--- src/rtl/alu_cmd_sequencer_if.sv ---
// Bundles the command stream, ALU operand/result bus and response stream of alu_cmd_sequencer.
// master is the sequencer side; slave is the command source / ALU / response consumer side.
interface alu_cmd_sequencer_if #(
  parameter int unsigned WIDTH = 8
);
  logic             cmd_valid;
  logic             cmd_ready;
  logic [2:0]       cmd_op;
  logic             cmd_use_acc;
  logic [WIDTH-1:0] cmd_a;
  logic [WIDTH-1:0] cmd_b;
  logic             cmd_wr_acc;

  logic [WIDTH-1:0] alu_a;
  logic [WIDTH-1:0] alu_b;
  logic [2:0]       alu_opcode;
  logic [WIDTH-1:0] alu_result;
  logic             alu_carry;
  logic             alu_zero;

  logic             rsp_valid;
  logic             rsp_ready;
  logic [WIDTH-1:0] rsp_result;
  logic             rsp_carry;
  logic             rsp_zero;

  logic [WIDTH-1:0] acc;

  modport master (
    input  cmd_valid, cmd_op, cmd_use_acc, cmd_a, cmd_b, cmd_wr_acc,
    input  alu_result, alu_carry, alu_zero,
    input  rsp_ready,
    output cmd_ready,
    output alu_a, alu_b, alu_opcode,
    output rsp_valid, rsp_result, rsp_carry, rsp_zero,
    output acc
  );

  modport slave (
    output cmd_valid, cmd_op, cmd_use_acc, cmd_a, cmd_b, cmd_wr_acc,
    output alu_result, alu_carry, alu_zero,
    output rsp_ready,
    input  cmd_ready,
    input  alu_a, alu_b, alu_opcode,
    input  rsp_valid, rsp_result, rsp_carry, rsp_zero,
    input  acc
  );
endinterface

--- src/rtl/alu_cmd_sequencer.sv ---
// Issues commands to a combinational ALU, captures result/flags into an accumulator and response.
// Optional statistics counters (op_count, zero_count) are enabled by defining ALU_SEQ_STATS_EN.
module alu_cmd_sequencer #(
  parameter int unsigned      WIDTH    = 8,
  parameter logic [WIDTH-1:0] ACC_INIT = '0
) (
  input  logic                clk,
  input  logic                rst,
  alu_cmd_sequencer_if.master bus
`ifdef ALU_SEQ_STATS_EN
  ,
  output logic [15:0]         op_count,
  output logic [15:0]         zero_count
`endif
);

  typedef enum logic [1:0] {StIdle, StIssue, StResp} state_e;

  state_e           state_q, state_d;
  logic [WIDTH-1:0] alu_a_q, alu_a_d;
  logic [WIDTH-1:0] alu_b_q, alu_b_d;
  logic [2:0]       alu_op_q, alu_op_d;
  logic             wr_acc_q, wr_acc_d;
  logic [WIDTH-1:0] rsp_result_q, rsp_result_d;
  logic             rsp_carry_q, rsp_carry_d;
  logic             rsp_zero_q, rsp_zero_d;
  logic [WIDTH-1:0] acc_q, acc_d;

  always_comb begin
    state_d      = state_q;
    alu_a_d      = alu_a_q;
    alu_b_d      = alu_b_q;
    alu_op_d     = alu_op_q;
    wr_acc_d     = wr_acc_q;
    rsp_result_d = rsp_result_q;
    rsp_carry_d  = rsp_carry_q;
    rsp_zero_d   = rsp_zero_q;
    acc_d        = acc_q;
    case (state_q)
      StIdle: begin
        if (bus.cmd_valid) begin
          // Accumulator operand is the value before this command executes.
          alu_a_d  = bus.cmd_use_acc ? acc_q : bus.cmd_a;
          alu_b_d  = bus.cmd_b;
          alu_op_d = bus.cmd_op;
          wr_acc_d = bus.cmd_wr_acc;
          state_d  = StIssue;
        end
      end
      StIssue: begin
        rsp_result_d = bus.alu_result;
        rsp_carry_d  = bus.alu_carry;
        rsp_zero_d   = bus.alu_zero;
        if (wr_acc_q) begin
          acc_d = bus.alu_result;
        end
        state_d = StResp;
      end
      StResp: begin
        if (bus.rsp_ready) begin
          state_d = StIdle;
        end
      end
      default: state_d = StIdle;
    endcase
  end

  always_ff @(posedge clk) begin
    if (rst) begin
      state_q      <= StIdle;
      alu_a_q      <= '0;
      alu_b_q      <= '0;
      alu_op_q     <= '0;
      wr_acc_q     <= 1'b0;
      rsp_result_q <= '0;
      rsp_carry_q  <= 1'b0;
      rsp_zero_q   <= 1'b0;
      acc_q        <= ACC_INIT;
    end else begin
      state_q      <= state_d;
      alu_a_q      <= alu_a_d;
      alu_b_q      <= alu_b_d;
      alu_op_q     <= alu_op_d;
      wr_acc_q     <= wr_acc_d;
      rsp_result_q <= rsp_result_d;
      rsp_carry_q  <= rsp_carry_d;
      rsp_zero_q   <= rsp_zero_d;
      acc_q        <= acc_d;
    end
  end

  assign bus.cmd_ready  = (state_q == StIdle);
  assign bus.rsp_valid  = (state_q == StResp);
  assign bus.alu_a      = alu_a_q;
  assign bus.alu_b      = alu_b_q;
  assign bus.alu_opcode = alu_op_q;
  assign bus.rsp_result = rsp_result_q;
  assign bus.rsp_carry  = rsp_carry_q;
  assign bus.rsp_zero   = rsp_zero_q;
  assign bus.acc        = acc_q;

`ifdef ALU_SEQ_STATS_EN
  logic        rsp_hs;
  logic [15:0] op_count_q, op_count_d;
  logic [15:0] zero_count_q, zero_count_d;

  assign rsp_hs = bus.rsp_valid && bus.rsp_ready;

  // Both counters saturate rather than wrap.
  always_comb begin
    op_count_d   = op_count_q;
    zero_count_d = zero_count_q;
    if (rsp_hs && (op_count_q != 16'hFFFF)) begin
      op_count_d = op_count_q + 16'd1;
    end
    if (rsp_hs && rsp_zero_q && (zero_count_q != 16'hFFFF)) begin
      zero_count_d = zero_count_q + 16'd1;
    end
  end

  always_ff @(posedge clk) begin
    if (rst) begin
      op_count_q   <= '0;
      zero_count_q <= '0;
    end else begin
      op_count_q   <= op_count_d;
      zero_count_q <= zero_count_d;
    end
  end

  assign op_count   = op_count_q;
  assign zero_count = zero_count_q;
`endif

endmodule

--- src/flat_wrapper.sv ---
// flat-port wrapper written by rule: the top's interface ports become plain ports
module alu_cmd_sequencer_flat 
#(
  parameter int unsigned      WIDTH    = 8,
  parameter logic [WIDTH-1:0] ACC_INIT = '0
)
  (clk, rst, bus_cmd_valid, bus_cmd_op, bus_cmd_use_acc, bus_cmd_a, bus_cmd_b, bus_cmd_wr_acc, bus_alu_result, bus_alu_carry, bus_alu_zero, bus_rsp_ready, bus_cmd_ready, bus_alu_a, bus_alu_b, bus_alu_opcode, bus_rsp_valid, bus_rsp_result, bus_rsp_carry, bus_rsp_zero, bus_acc);
  alu_cmd_sequencer_if #(.WIDTH(WIDTH)) bus_i ();
  input  logic clk;
  input  logic rst;
  input wire logic [$bits(bus_i.cmd_valid)-1:0] bus_cmd_valid;
  input wire logic [$bits(bus_i.cmd_op)-1:0] bus_cmd_op;
  input wire logic [$bits(bus_i.cmd_use_acc)-1:0] bus_cmd_use_acc;
  input wire logic [$bits(bus_i.cmd_a)-1:0] bus_cmd_a;
  input wire logic [$bits(bus_i.cmd_b)-1:0] bus_cmd_b;
  input wire logic [$bits(bus_i.cmd_wr_acc)-1:0] bus_cmd_wr_acc;
  input wire logic [$bits(bus_i.alu_result)-1:0] bus_alu_result;
  input wire logic [$bits(bus_i.alu_carry)-1:0] bus_alu_carry;
  input wire logic [$bits(bus_i.alu_zero)-1:0] bus_alu_zero;
  input wire logic [$bits(bus_i.rsp_ready)-1:0] bus_rsp_ready;
  output wire logic [$bits(bus_i.cmd_ready)-1:0] bus_cmd_ready;
  output wire logic [$bits(bus_i.alu_a)-1:0] bus_alu_a;
  output wire logic [$bits(bus_i.alu_b)-1:0] bus_alu_b;
  output wire logic [$bits(bus_i.alu_opcode)-1:0] bus_alu_opcode;
  output wire logic [$bits(bus_i.rsp_valid)-1:0] bus_rsp_valid;
  output wire logic [$bits(bus_i.rsp_result)-1:0] bus_rsp_result;
  output wire logic [$bits(bus_i.rsp_carry)-1:0] bus_rsp_carry;
  output wire logic [$bits(bus_i.rsp_zero)-1:0] bus_rsp_zero;
  output wire logic [$bits(bus_i.acc)-1:0] bus_acc;
  assign bus_i.cmd_valid = bus_cmd_valid;
  assign bus_i.cmd_op = bus_cmd_op;
  assign bus_i.cmd_use_acc = bus_cmd_use_acc;
  assign bus_i.cmd_a = bus_cmd_a;
  assign bus_i.cmd_b = bus_cmd_b;
  assign bus_i.cmd_wr_acc = bus_cmd_wr_acc;
  assign bus_i.alu_result = bus_alu_result;
  assign bus_i.alu_carry = bus_alu_carry;
  assign bus_i.alu_zero = bus_alu_zero;
  assign bus_i.rsp_ready = bus_rsp_ready;
  assign bus_cmd_ready = bus_i.cmd_ready;
  assign bus_alu_a = bus_i.alu_a;
  assign bus_alu_b = bus_i.alu_b;
  assign bus_alu_opcode = bus_i.alu_opcode;
  assign bus_rsp_valid = bus_i.rsp_valid;
  assign bus_rsp_result = bus_i.rsp_result;
  assign bus_rsp_carry = bus_i.rsp_carry;
  assign bus_rsp_zero = bus_i.rsp_zero;
  assign bus_acc = bus_i.acc;
  alu_cmd_sequencer #(.WIDTH(WIDTH), .ACC_INIT(ACC_INIT)) u_core (.clk(clk), .rst(rst), .bus(bus_i));
endmodule
--- config.mk ---
export PLATFORM = sky130hd
export DESIGN_NAME = alu_cmd_sequencer_flat
export DESIGN_NICKNAME = d
export VERILOG_FILES = /design/src/rtl/alu_cmd_sequencer_if.sv /design/src/rtl/alu_cmd_sequencer.sv /design/src/flat_wrapper.sv
export SDC_FILE = /design/constraint.sdc
export NUM_CORES = 1
export LEC_CHECK = 0
export CORE_ASPECT_RATIO = 0.6
export CORE_MARGIN = 8
export CORE_UTILIZATION = 36
export DETAILED_ROUTE_END_ITERATION = 12
export PLACE_DENSITY = 0.74
export SYNTH_ARGS = -nofsm -noshare
export SYNTH_HDL_FRONTEND = slang
export SYNTH_SLANG_ARGS = --single-unit
--- constraint.sdc ---
create_clock -name clk -period 1.2 [get_ports clk]
set_clock_uncertainty 0.15 [all_clocks]
set_input_delay 0.12 -clock clk [delete_from_list [all_inputs] [get_ports clk]]
set_output_delay 0.12 -clock clk [all_outputs]
set_load 0.02 [all_outputs]
# Word level (Yosys, flattened, before mapping)
# Cells that the tools add are included.
[classes]
n_mux = 4
eq_ne = 4
n_reduce_logical = 4
[op_table]
columns = ["cell", "count"]
rows = [
  ["8-bit 2-to-1 mux", 1],
  ["2-bit one-hot mux with 3 select lines", 1],
  ["2-bit AND reduction", 3],
  ["2-bit 2-to-1 mux", 2],
  ["2-bit != test (second input constant)", 2],
  ["2-bit by 1-bit == test with 1-bit output (second input constant)", 1],
  ["2-bit == test (second input constant)", 1],
  ["2-bit logical NOT", 1],
]
[totals]
ff_bits = 40

# Logic depth before layout (Yosys ltp)
# Gate-level depths: netlist of run 1.
[depth]
word_depth = 3
depth_mapped = 5
mapped_depth_nobuf = 3

# Worst setup path before layout of run 1
# Ideal clock, no wire load.
[synth_path]
kind = "register to register"
startpoint = "register u_core.state_q[1]"
endpoint = "register u_core.alu_a_q[6] (netlist: u_core.bus.alu_a[6])"
stages_incl_launch_ff = 6
path_buffers = 2
t_arrival_ps = 1074
path_slack_ps = -103
setup_time_ps = 79
cell_sequence = "dfxtp_1 nor3b_2 buf_6 buf_8 nor2_1 a211oi_2"
[synth_between]
elab_chain_cells = 2
[synth_rtl]
columns = ["item", "line", "text"]
rows = [
  ["start: declaration", "alu_cmd_sequencer.sv:19", "state_e state_q, state_d;"],
  ["start signal: assignment", "alu_cmd_sequencer.sv:70", "state_q <= StIdle;"],
  ["start signal: assignment", "alu_cmd_sequencer.sv:80", "state_q <= state_d;"],
  ["2-bit logical NOT", "alu_cmd_sequencer.sv:39", "case (state_q)"],
  ["2-bit AND reduction (no line)", "-", ""],
  ["end signal: assignment", "alu_cmd_sequencer.sv:81", "alu_a_q <= alu_a_d;"],
  ["end: declaration", "alu_cmd_sequencer.sv:20", "logic [WIDTH-1:0] alu_a_q, alu_a_d;"],
]
# No other way between the ends.
# A chain may end at the register's enable or synchronous reset.

# Worst setup path after layout of run 1
[layout_path]
startpoint = "register u_core.state_q[1]"
endpoint = "register u_core.alu_b_q[0] (netlist: u_core.bus.alu_b[0])"
[layout_between]
elab_chain_cells = 2
[layout_rtl]
columns = ["item", "line", "text"]
rows = [
  ["2-bit logical NOT", "alu_cmd_sequencer.sv:39", ""],
  ["2-bit AND reduction (no line)", "-", ""],
  ["end signal: assignment", "alu_cmd_sequencer.sv:82", "alu_b_q <= alu_b_d;"],
  ["end: declaration", "alu_cmd_sequencer.sv:21", "logic [WIDTH-1:0] alu_b_q, alu_b_d;"],
]
# No other way between the ends.

==> results of run 1 <==
[layout by cell type (no fill, tap or decap), types with 8 or more instances in the layout]
cell type        Yosys  routed
buf_6                1      10
a211oi_2             1       8
clkdlybuf4s50_1      0      34
buf_4                1      19
nand2_2              0       9
buf_2                3      30
mux2i_1             20      20
a21oi_1             19      13
dfxtp_1             40      38
nor2_1              21      15
nand2_1             36      27
[worst paths after layout]
kind                                           from                    to  slack [ns]  cells past startpoint
worst min-delay path                  bus_alu_carry  u_core.bus.rsp_carry        0.23                      3
worst max register to register    u_core.state_q[1]   u_core.bus.alu_b[0]       -0.26                      6
worst max-delay path              u_core.state_q[1]   u_core.bus.alu_b[0]       -0.26                      6
worst min register to register  u_core.bus.rsp_zero   u_core.bus.rsp_zero        0.30                      2
[power groups by stage]
stage	sequential, mW	combinational [mW]	clock [mW]
detailed placement	1.48	0.629	0
global placement	1.47	0.623	0
global route	1.46	0.794	1.01
CTS	1.45	0.768	0.934
finish	1.45	0.743	0.910
floorplan	1.56	0.208	0
[logic make-up (layout without fill, tap and decap cells)]
group | count (synthesis) | in the layout | share of synthesized area (%)
AND/OR/NAND/NOR | 65 | 66 | 18.2
multiplexers | 20 | 20 | 13.3
buffers and inverters | 11 | 113 | 4.57
AO/OA/AOI/OAI | 27 | 27 | 10.6
flip-flops | 40 | 40 | 53.2
[what timing repair did]
action,CTS,global route
pin swaps,13,16
cloned,5,0
gates resized for setup,166,44
setup endpoints to repair,78,68
buffers inserted,8,6
[sequential cells by signal, indices dropped and copies added, names as in the netlist]
register               count
u_core.bus.alu_opcode      3
u_core.state_q             2
u_core.wr_acc_q            1
u_core.bus.alu_b           8
u_core.bus.acc             8
u_core.bus.alu_a           8
u_core.bus.rsp_zero        1
u_core.bus.rsp_result      8
u_core.bus.rsp_carry       1
[routing by layer]
layer | wire [µm] | vias to the layer above | global-route usage, %
li1 | - | 749 | -
met2 | 2100 | 58 | 25.6
met4 | 56 | 0 | 4.68
met3 | 500 | 6 | 7.67
met1 | 2350 | 701 | 18.9
met5 | 0 | - | 0
[worst max-delay path, stage by stage (launching register included)]
cell and delay, ns:
dfxtp_2 0.34, buf_6 0.11, nor3b_4 0.22, buf_4 0.17, buf_12 0.12, mux2i_1 0.19
nor2_1 0.05
[layout make-up]
class	count	area, µm²	area share [%]
clock inverters	2	10.0	0.372
flip-flops and latches	40	806	29.9
multi-input cells	113	798	29.6
clock buffers	6	82.6	3.07
repair buffers	105	933	34.7
well taps	50	62.6	2.32
==> reports/metrics.yaml, run 1 <==
power:
  p_per_area_mw_per_mm2: 1150
  max-vdd-ir-drop_v: 0.000657
  clkPwrFrac_pct: 29.3
  pwr-share-comb_pct: 23.9
  switching_share_pct: 27.4
  intPower_mw: 2.26
  p_seq_share_pct: 46.8
  power.total_mw: 3.11
  power_switching_mw: 0.850
  p_leak_nw: 1.16
sta:
  tns_ns: -6.20
  fmax_mhz: 686
  fin_ws_ns: -0.258
  finalHoldViolations: 0
  finalCritPeriodShare_pct: 122
  whs_ns: 0.231
  slew_viol_final: 0
  fin_crit_ns: 1.46
  setup_viol: 38
  tightestPinTransition_ns: 0.238
  maxSlewHeadroom_pct: 84.2
  rsz0062_at_grt: "true"
logic_synthesis:
  synth_fp_nets: 198
  synth_seq_cells: 40
  yosysMostFrequentCell: "dfxtp_1"
  synth_area_leaders: "dfxtp_1 (53%), mux2i_1 (13%), nand2_1 (9.0%)"
  syn_area_mm2: 0.00150
  synthTopCellsByCount: "dfxtp_1 (40), nand2_1 (36), nor2_1 (21)"
  syn_avg_cell_area_um2: 9.23
  yosys.area.top_type: "dfxtp_1"
  synth_top_flop_cell: "dfxtp_1"
  yosys_warnings: 0
  synth_top_area_share_pct: 53.2
  synth_edf_count: 0
  yosys.cell_types.count: 18
  synth_cells: 163
  ys_async_sr_fraction_pct: 0
  seq_area_frac_synth_pct: 53.2
clocking:
  clk_path_buf_depth: 2
  cts-htree-levels: 2
  numCtsBuffers: 5
  cts_tree: "built"
  clkTransAtPathRegs_ns: 0.07
  holdBufCountCts: 0
  clock_latency_ns: 0.29
  clkSinkCount: 40
  cts-root-buf: "clkbuf_8"
place:
  placed_area_mm2: 0.00241
  place.gp.congestion: 0.706
  port_buffers: 73
  dp_hpwl_um: 3190
  place_inst: 293
  dp_slack_ns: -0.414
global_route:
  grt_max_degree: 41
  grt_pass1_vias: 1643
  grt_first_pass_wirelength_um: 8330
  overflow: 0
  grt_use_total_pct: 16.1
  antenna_found_initial: 0
drt:
  drtPass1Iterations: 3
  wl_per_cell_um: 15.9
  initialDrtViolationCount: 44
  ant_nets: 0
  finalWirelength_um: 5010
  vias_per_cell: 4.79
  via_count: 1514
  drc_errors: 0
finish:
  area_growth_pct: 79.0
  final_cells: 316
  fillers: 347
  final_area_mm2: 0.00269
  insertedDiodeCount: 0
  fin_nets: 300
  drive_gt1_share_pct: 43.6
  post-route-util_pct: 66.4
die:
  io_pins: 74
  rows: 18
  start_util_pct: 37.1
  die_w_um: 99.4
  coreArea_mm2: 0.00405
  die_h_um: 66.1
  dieArea_mm2: 0.00657
run_status:
  status: "finished, violations left"
  violations: "negative setup slack"
critical_path:
  worstPathMaxFanout: 7
  critical_path_arrival_ns: 1.49
  cp-start-kind: "flip-flop"
  cp.required_ns: 1.23
  path_class: "reg -> reg"
  end_kind: "flip-flop"
hold_path:
  min_path_type: "in -> reg"
job:
  cap_violations: 0
Note: power is estimated with default switching activity, not from simulation.
==> run 2: changes to the inputs <==
--- a/config.mk
+++ b/config.mk
@@ -10,6 +10,7 @@
 export CORE_UTILIZATION = 36
 export DETAILED_ROUTE_END_ITERATION = 12
 export PLACE_DENSITY = 0.74
+export RECOVER_POWER = 100
 export SYNTH_ARGS = -nofsm -noshare
 export SYNTH_HDL_FRONTEND = slang
 export SYNTH_SLANG_ARGS = --single-unit
==> run 2 against run 1 <==
  * The flow still finishes with violations (negative setup slack)
  * Cell area is the same
  * First-iteration DRC count shrank 4.5%
  * Worst setup slack gained 0.0014 ns
  * Core utilization is the same
  * Clock power is essentially flat
  * Sequential cell count is the same
  * Wire length shrank 0.42%
  * Critical path depth is the same
  * Count of clock-buffer cells in the layout is the same
  * Largest power group unchanged
==> reports/metrics.yaml, run 2 (synthesis results as in run 1) <==
critical_path:
  critical_path_arrival_ns: 1.48  # was 1.49 ns
  end_kind: "flip-flop"  # unchanged
  worstPathMaxFanout: 7  # unchanged
  path_class: "reg -> reg"  # unchanged
  r2r-start: "u_core.state_q[1]"  # unchanged
  cp.required_ns: 1.23  # about the same
  cp-start-kind: "flip-flop"  # unchanged
  r2r_cells: 6  # unchanged
  startpoint: "u_core.state_q[1]"  # unchanged
die:
  io_pins: 74  # unchanged
  start_util_pct: 37.1  # unchanged
  dieArea_mm2: 0.00657  # unchanged
  die_h_um: 66.1  # unchanged
  coreArea_mm2: 0.00405  # unchanged
  die_w_um: 99.4  # unchanged
  rows: 18  # unchanged
place:
  place_inst: 293  # unchanged
  dp_hpwl_um: 3190  # unchanged
  port_buffers: 73  # unchanged
  dp_slack_ns: -0.414  # unchanged
  place.gp.congestion: 0.706  # unchanged
drt:
  initialDrtViolationCount: 42  # was 44
  finalWirelength_um: 4990  # was 5010 µm
  drc_errors: 0  # unchanged
  wl_per_cell_um: 15.8  # was 15.9 µm
  vias_per_cell: 4.79  # about the same
  drtPass1Iterations: 3  # unchanged
  ant_nets: 0  # unchanged
  via_count: 1513  # was 1514
clocking:
  clock_latency_ns: 0.29  # about the same
  cts_tree: "built"  # unchanged
  clkSinkCount: 40  # unchanged
  cts-root-buf: "clkbuf_8"  # unchanged
  clk_path_buf_depth: 2  # unchanged
  numCtsBuffers: 5  # unchanged
  cts-htree-levels: 2  # unchanged
  clkTransAtPathRegs_ns: 0.07  # about the same
finish:
  area_growth_pct: 79.0  # unchanged
  layout_common_cells: "dfxtp_1 (38), clkdlybuf4s50_1 (34), clkbuf_2 (30), nand2_1 (27), mux2i_1 (20)"  # was dfxtp_1 (38), clkdlybuf4s50_1 (34), buf_2 (30), nand2_1 (27), mux2i_1 (20)
  drive_gt1_share_pct: 43.6  # unchanged
  fin_nets: 300  # unchanged
  final_cells: 316  # unchanged
  insertedDiodeCount: 0  # unchanged
  layout_commonest_cell: "dfxtp_1"  # unchanged
  fillers: 347  # unchanged
hold_path:
  hp-start: "bus_alu_carry"  # unchanged
  hold_depth: 3  # unchanged
  min_path_type: "in -> reg"  # unchanged
job:
  cap_violations: 0  # unchanged
run_status:
  violations: "negative setup slack"  # unchanged
  status: "finished, violations left"  # unchanged
sta:
  maxSlewHeadroom_pct: 84.2  # about the same
  fmax_mhz: 686  # about the same
  tightestPinTransition_ns: 0.236  # was 0.238 ns
  finalCritPeriodShare_pct: 121  # was 122%
  fin_ws_ns: -0.257  # was -0.258 ns
  rsz0062_at_grt: "true"  # unchanged
  setup_viol: 38  # unchanged
  slew_viol_final: 0  # unchanged
  fin_crit_ns: 1.46  # about the same
  finalHoldViolations: 0  # unchanged
power:
  max-vdd-ir-drop_v: 0.000657  # about the same
  power_switching_mw: 0.851  # was 0.850 mW
  pwr-share-comb_pct: 23.9  # about the same
  p_seq_share_pct: 46.8  # about the same
  clkPwrFrac_pct: 29.3  # about the same
  p_leak_nw: 1.14  # was 1.16 nW
  switching_share_pct: 27.4  # about the same
  intPower_mw: 2.25  # was 2.26 mW
  p_per_area_mw_per_mm2: 1150  # about the same
global_route:
  grt_pass1_vias: 1643  # unchanged
  overflow: 0  # unchanged
  grt_max_degree: 41  # unchanged
  grt_use_total_pct: 16.1  # unchanged
  antenna_found_initial: 0  # unchanged
  grt_first_pass_wirelength_um: 8330  # unchanged
[run 2: changes by cell type in the layout (fill, tap and decap cells not counted)]
cell	change
buf_2	-29
clkbuf_2	+29
[run 2: what timing repair did]
action	4_1_cts	5_1_grt
buffers inserted	8	6
cloned	5	0
pin swaps	13	16
resized for setup	166	44
hold buffers	0	0
endpoints found under the setup margin	78	68
[run 2: worst paths after layout]
path / to / slack (ns)
worst min register to register: u_core.bus.rsp_zero / 0.30
worst min-delay path: u_core.bus.rsp_carry / 0.23
worst max-delay path: u_core.bus.alu_b[0] / -0.26
worst max register to register: u_core.bus.alu_b[0] / -0.26
[run 2: routing by layer]
layer  share of wire [%]  GRT usage [%]  up-vias
met5                   0              0        -
met3                 9.9           7.67        6
met2                  42           25.6       57
met1                  47           18.9      701
li1                    -              -      749
met4                 1.1           4.68        0
[run 2: layout make-up]
class | instances | area [µm²] | area share [%]
Clock buffer | 6 | 82.6 | 3.07
Clock inverter | 2 | 10.0 | 0.372
Multi-Input combinational cell | 113 | 798 | 29.6
Sequential cell | 40 | 806 | 29.9
Tap cell | 50 | 62.6 | 2.32
Timing Repair Buffer | 105 | 933 | 34.7
[run 2: through the flow]
stage	hold slack [ns]	cell area [µm²]	utilization (%)	TNS, ns	power [mW]
after global routing	0.256	2690	66.4	-8.81	3.26
after floorplan	0.106	1510	-	-0.369	1.77
after global placement	0.293	2410	59.5	-8.63	2.10
after CTS	0.226	2830	69.8	-8.30	3.15
final	0.231	2690	66.4	-6.18	3.10
after detailed placement	0.296	2410	59.5	-10.24	2.11
[run 2: worst max-delay path, cell delays in order, from the launching register on]
cell	delay [ns]
dfxtp_2	0.34
buf_6	0.11
nor3b_4	0.22
buf_4	0.17
buf_12	0.12
mux2i_1	0.19
nor2_1	0.05
[run 2: power by group through the flow]
| stage | clock (mW) | combinational (mW) | sequential, mW |
|---|---|---|---|
| global route | 1.01 | 0.792 | 1.46 |
| finish | 0.910 | 0.741 | 1.45 |
| global placement | 0 | 0.623 | 1.47 |
| detailed placement | 0 | 0.629 | 1.48 |
| floorplan | 0 | 0.208 | 1.56 |
| CTS | 0.934 | 0.768 | 1.45 |
